--- src/rtl/traffic_phase_seq.sv ---
// Traffic-light phase sequencer for N_APPR approaches.
// Self-timed green/flash/yellow/all-red cycle; mode commands via valid/ready.
module traffic_phase_seq #(
  parameter int N_APPR   = 4,
  parameter int TICK_DIV = 13_500_000,
  parameter int GREEN_T  = 40,
  parameter int GFLASH_T = 6,
  parameter int YELLOW_T = 6,
  parameter int ALLRED_T = 2,
  parameter int TW       = 8,
  localparam int AW      = $clog2(N_APPR),
  localparam int LW      = 3 * N_APPR,
  localparam int PW      = (TICK_DIV > 1) ? $clog2(TICK_DIV) : 1
) (
  input  logic          clk,
  input  logic          rst,
  input  logic          cmd_valid,
  input  logic [1:0]    cmd_mode,
  input  logic [AW-1:0] cmd_appr,
  output logic          cmd_ready,
  output logic [LW-1:0] lights,
  output logic [AW-1:0] cur_appr,
  output logic [2:0]    state_o
);

  localparam logic [2:0] ST_ALLRED = 3'd0;
  localparam logic [2:0] ST_GREEN  = 3'd1;
  localparam logic [2:0] ST_GFLASH = 3'd2;
  localparam logic [2:0] ST_YELLOW = 3'd3;
  localparam logic [2:0] ST_FLASH  = 3'd4;

  localparam logic [1:0] M_AUTO   = 2'd0;
  localparam logic [1:0] M_MANUAL = 2'd1;
  localparam logic [1:0] M_FLASH  = 2'd2;
  localparam logic [1:0] M_ALLRED = 2'd3;

  localparam logic [2:0] RED  = 3'b100;
  localparam logic [2:0] YEL  = 3'b010;
  localparam logic [2:0] GRN  = 3'b001;
  localparam logic [2:0] DARK = 3'b000;

  logic [PW-1:0] presc_q, presc_d;
  logic [TW-1:0] timer_q, timer_d;
  logic          blink_q, blink_d;
  logic [2:0]    state_q, state_d;
  logic [1:0]    mode_q, mode_d;
  logic [AW-1:0] tgt_q, tgt_d;
  logic [AW-1:0] cur_q, cur_d;
  logic [LW-1:0] lights_q, lights_d;

  logic tick;
  logic accept;
  logic bad_appr;
  logic hold;

  assign tick    = presc_q == PW'(TICK_DIV - 1);
  assign presc_d = tick ? '0 : presc_q + 1'b1;
  assign blink_d = blink_q ^ tick;

  assign cmd_ready = !(state_q == ST_GFLASH || state_q == ST_YELLOW);
  assign accept    = cmd_valid && cmd_ready;
  assign bad_appr  = cmd_mode == M_MANUAL &&
                     {1'b0, cmd_appr} >= (AW + 1)'(N_APPR);

  // Out-of-range manual targets are swallowed without touching the mode.
  always_comb begin
    mode_d = mode_q;
    tgt_d  = tgt_q;
    if (accept && !bad_appr) begin
      mode_d = cmd_mode;
      if (cmd_mode == M_MANUAL) tgt_d = cmd_appr;
    end
  end

  always_comb begin
    state_d = state_q;
    cur_d   = cur_q;
    hold    = 1'b0;
    if (state_q == ST_FLASH) begin
      if (mode_q != M_FLASH) state_d = ST_ALLRED;
    end else if (tick) begin
      unique case (state_q)
        ST_ALLRED: begin
          if (timer_q == TW'(ALLRED_T - 1)) begin
            unique case (1'b1)
              mode_q == M_FLASH:  state_d = ST_FLASH;
              mode_q == M_ALLRED: hold = 1'b1;
              mode_q == M_MANUAL: begin
                cur_d   = tgt_q;
                state_d = ST_GREEN;
              end
              default: state_d = ST_GREEN;
            endcase
          end
        end
        ST_GREEN: begin
          if (!(mode_q == M_MANUAL && tgt_q == cur_q) &&
              (mode_q != M_AUTO || timer_q == TW'(GREEN_T - 1)))
            state_d = ST_GFLASH;
        end
        ST_GFLASH: begin
          if (timer_q == TW'(GFLASH_T - 1)) state_d = ST_YELLOW;
        end
        ST_YELLOW: begin
          if (timer_q == TW'(YELLOW_T - 1)) begin
            state_d = ST_ALLRED;
            if (mode_q == M_AUTO)
              cur_d = (cur_q == AW'(N_APPR - 1)) ? '0 : cur_q + 1'b1;
          end
        end
        default: state_d = ST_ALLRED;
      endcase
    end
  end

  always_comb begin
    if (state_d != state_q) timer_d = '0;
    else if (tick && !hold) timer_d = timer_q + 1'b1;
    else timer_d = timer_q;
  end

  // Lights follow the next-state values so they change with state_o.
  always_comb begin
    lights_d = {N_APPR{RED}};
    for (int i = 0; i < N_APPR; i++) begin
      unique case (state_d)
        ST_GREEN:
          if (AW'(i) == cur_d) lights_d[3*i +: 3] = GRN;
        ST_GFLASH:
          if (AW'(i) == cur_d) lights_d[3*i +: 3] = blink_d ? GRN : DARK;
        ST_YELLOW:
          if (AW'(i) == cur_d) lights_d[3*i +: 3] = YEL;
        ST_FLASH:
          lights_d[3*i +: 3] = blink_d ? YEL : DARK;
        default: ;
      endcase
    end
  end

  always_ff @(posedge clk) begin
    if (!rst) begin
      presc_q  <= '0;
      timer_q  <= '0;
      blink_q  <= 1'b0;
      state_q  <= ST_ALLRED;
      mode_q   <= M_AUTO;
      tgt_q    <= '0;
      cur_q    <= '0;
      lights_q <= {N_APPR{RED}};
    end else begin
      presc_q  <= presc_d;
      timer_q  <= timer_d;
      blink_q  <= blink_d;
      state_q  <= state_d;
      mode_q   <= mode_d;
      tgt_q    <= tgt_d;
      cur_q    <= cur_d;
      lights_q <= lights_d;
    end
  end

  assign lights   = lights_q;
  assign cur_appr = cur_q;
  assign state_o  = state_q;

endmodule

--- config.mk ---
export PLATFORM = sky130hd
export DESIGN_NAME = traffic_phase_seq
export DESIGN_NICKNAME = d
export VERILOG_FILES = /design/src/rtl/traffic_phase_seq.sv
export SDC_FILE = /design/constraint.sdc
export NUM_CORES = 1
export LEC_CHECK = 0
export CORE_ASPECT_RATIO = 2
export CORE_MARGIN = 2
export CORE_UTILIZATION = 61
export CTS_CLUSTER_DIAMETER = 150
export DETAILED_ROUTE_END_ITERATION = 16
export GPL_ROUTABILITY_DRIVEN = 0
export GPL_TIMING_DRIVEN = 0
export PLACE_DENSITY = 0.93
export REMOVE_ABC_BUFFERS = 1
export SLEW_MARGIN = 20
export SYNTH_ARGS = -nofsm -noshare
export SYNTH_HDL_FRONTEND = slang
export SYNTH_SLANG_ARGS = --single-unit
--- constraint.sdc ---
create_clock -name clk -period 6.8 [get_ports clk]
set_clock_uncertainty 0.05 [all_clocks]
set_input_delay 1.36 -clock clk [delete_from_list [all_inputs] [get_ports clk]]
set_output_delay 1.36 -clock clk [all_outputs]
set_load 0.02 [all_outputs]
==> summary.md <==
| Metric | Value |
|---|---|
| Crit path time final | `3.24 ns` |
| Cts bufs inserted | `5` |
| Clock power frac | `35.8%` |
| Synth Area in Compound Gates | `11.2%` |
| CTS root buffer | `clkbuf_8` |
| Avg Cell Area, Syn | `8.75 um2` |
| Result of the run | `completed` |
| CTS tree | `done` |
| Routed vias/inst | `6.09` |
| Fill cells | `307` |
| Die area | `4870 um2` |
| Synth unique cells | `55` |
| RSZ-0062 raised after global routing | `no` |
| Actual slew at the worst max-slew pin | `0.849 ns` |
| Crit path DAT | `1.83 ns` |
| Post-CTS Resized | `0` |
| Reg area | `1080 um2` |
| Detailed-route wire length per cell | `15.9 um` |
| Seq/Total Area, Yosys | `41.2%` |
| Synth warn | `0` |
| Diode count | `0` |
| Post-DP HPWL | `4.24 mm` |
| Max-slew headroom | `42.9%` |
| GR Overflow Total | `0` |
| Pin count of the biggest net entering global routing | `24` |
| Adder-cell share of the synthesized area | `1.91%` |
| CP startpoint kind | `flip-flop` |
| Max-Cap Viols | `0` |
| Core Area | `4130 um2` |
| WP data required | `5.39 ns` |
| Syn Inst Count | `300` |
| Final Core Density | `72.4%` |
| Switching pwr | `127 uW` |
| First-pass GRT wire length | `9.95 mm` |
| Clock tree buffer depth | `2` |
| Setup violators final | `0` |
| Number of port buffers | `24` |
| H-tree levels | `2` |
| Sw Share | `24.1%` |
| Mux contribution to synthesized area | `0.763%` |
| Initial core utilization | `63.5%` |
| I/O pin cnt | `25` |
| Hold Buf Count CTS | `0` |
| Final Cycle Share | `47.7%` |
| Post-synth EDFFs | `0` |
| Internal power | `400 uW` |
| Reg clk slew, reported paths | `0.11 ns` |
| Largest family of logic cells by synthesized area | `simple AND/OR/NAND/NOR gates` |
| Pre-antenna DRT Iters | `5` |
| Fin. max-slew vios | `0` |
| Chip width | `50.4 um` |
| Ratio of cells with drive above 1 in the final layout | `7.10%` |
| Highest clock rate | `308 MHz` |
| Row count | `33` |
| Post-DRT Antenna Nets | `0` |
| Postcts setup bufs | `0` |
| DR vias | `2289` |
| Clock Latency Late Sink | `0.32 ns` |
| Global Route Usage Sum | `25.9%` |
| Post-synthesis simple-gate area fraction | `32.2%` |
| Worst-path maximum fanout | `12` |
| Flops & latches, synth | `54` |
| Multi-input gate area | `1480 um2` |
| Vias in the first global route | `2270` |
| CTS sink count | `54` |
| Area grow syn2layout | `13.9%` |
| Final Hold Viols | `0` |
| Pwr per Cell Area | `176 nW/um2` |
| DRT iter0 DRCs | `81` |
| Hold WC Path Type | `flip-flop to flip-flop` |
| CP Class | `flip-flop to output pin` |
| Commonest cells after routing, fill and taps aside | `nor2_1 (54), dfxtp_1 (54), clkdlybuf4s50_1 (24)` |
| # DRC | `0` |
| Reg power frac | `61.0%` |
| Setup TNS | `0 ns` |
| Vert. Die Dim | `96.8 um` |
| Initial antenna violation count | `0` |
| Ys flop type | `dfxtp_1` |
| FFs w/ async S/R, synth | `0%` |
| Gate power share | `3.1%` |
| Mapped Area | `2620 um2` |
| CP Capture Type | `output pin` |
| Final setup margin | `3.56 ns` |
| Post-Route WL | `5.97 mm` |
| LEAKAGE | `0.00101 uW` |
| Post-Synth XOR/XNOR Area | `10.3%` |
| Place WS | `3.50 ns` |
| Final #Nets | `334` |
| Worst vdd ir | `0.160 mV` |
[critical path, cell delays in order (launching register included)]
cell	delay (ns)
dfxtp_1	0.61
nand2b_1	0.26
clkdlybuf4s50_1	0.64
[cells in the mapped netlist (all sizes together), types with 2 or more instances]
master	instances	area [um2]
nor3	11	66.3
xnor2	17	149
ha	4	50.1
nand2b	3	18.8
nor2	54	203
nand3	15	75.1
o21a	3	25.0
a311o	3	30.0
nand4b	2	17.5
clkbuf	4	15.0
nand4	13	81.3
a22oi	2	15.0
dfxtp	54	1080
or3	2	12.5
or4	2	18.8
or2	2	12.5
a21oi	6	33.8
nor4	5	58.8
and2	3	18.8
buf	4	20.0
o211ai	2	15.0
and4	2	17.5
inv	6	22.5
nor2b	2	12.5
nor4b	5	56.3
mux2i	2	20.0
a31oi	6	43.8
xor2	14	123
and3	10	62.6
nand2	22	82.6
o21ai	7	38.8
[final cells by class]
| class | count | area share, % |
|---|---|---|
| clock buffer | 5 | 2.30 |
| clock inverter | 3 | 0.838 |
| inverter | 7 | 0.879 |
| multi-input combinational | 231 | 49.6 |
| sequential | 54 | 36.2 |
| tap | 52 | 2.18 |
| timing repair buffer | 24 | 8.04 |
[state kept, by name, summed over array words and instances (netlist names)]
signal	count
presc_q	24
tgt_q	2
timer_q	8
mode_q	2
blink_q	1
cur_appr	2
lights	12
state_o	3
[metrics by stage]
| step | instance area [um2] | cells | power, uW | hold slack [ns] |
|---|---|---|---|---|
| after floorplan | 2590 | 292 | 337 | 0.368 |
| after global placement | 2890 | 368 | 344 | 0.378 |
| after detailed placement | 2890 | 368 | 345 | 0.387 |
| after CTS | 2990 | 376 | 528 | 0.419 |
| after global routing | 2990 | 376 | 542 | 0.441 |
| final | 2990 | 376 | 527 | 0.415 |
[path summary, 6_finish.rpt]
check | to | start | slack, ns | cells after the start
worst min register to register | presc_q[0] | presc_q[0] | 0.42 | 1
worst min-delay path | presc_q[0] | presc_q[0] | 0.42 | 1
worst max-delay path | cmd_ready | state_o[2] | 3.56 | 2
worst max register to register | lights[5] | presc_q[0] | 4.16 | 8
[layer usage]
layer	global-route usage [%]	vias to the layer above	part of all wire (%)
li1	-	1115	-
met1	26.9	1089	37
met2	49.3	72	57
met3	3.86	13	4.4
met4	9.77	0	2.1
met5	0	-	0
[logic make-up after synthesis]
| group | after synthesis |
|---|---|
| AND/OR/NAND/NOR | 156 |
| flip-flops | 54 |
| AO/OA/AOI/OAI | 38 |
| XOR/XNOR | 31 |
| buffers and inverters | 15 |
| adder cells (fa/ha/maj) | 4 |
| multiplexers | 2 |
[power by group through the flow]
stage | Clock [uW] | Sequential, uW | Combinational [uW]
after global routing | 201 | 322 | 18.3
after CTS | 190 | 322 | 16.5
after global placement | 0 | 329 | 15.8
final | 189 | 322 | 16.5
after floorplan | 0 | 328 | 9.38
after detailed placement | 0 | 329 | 16.3
Power figures use the tool's default switching activity.
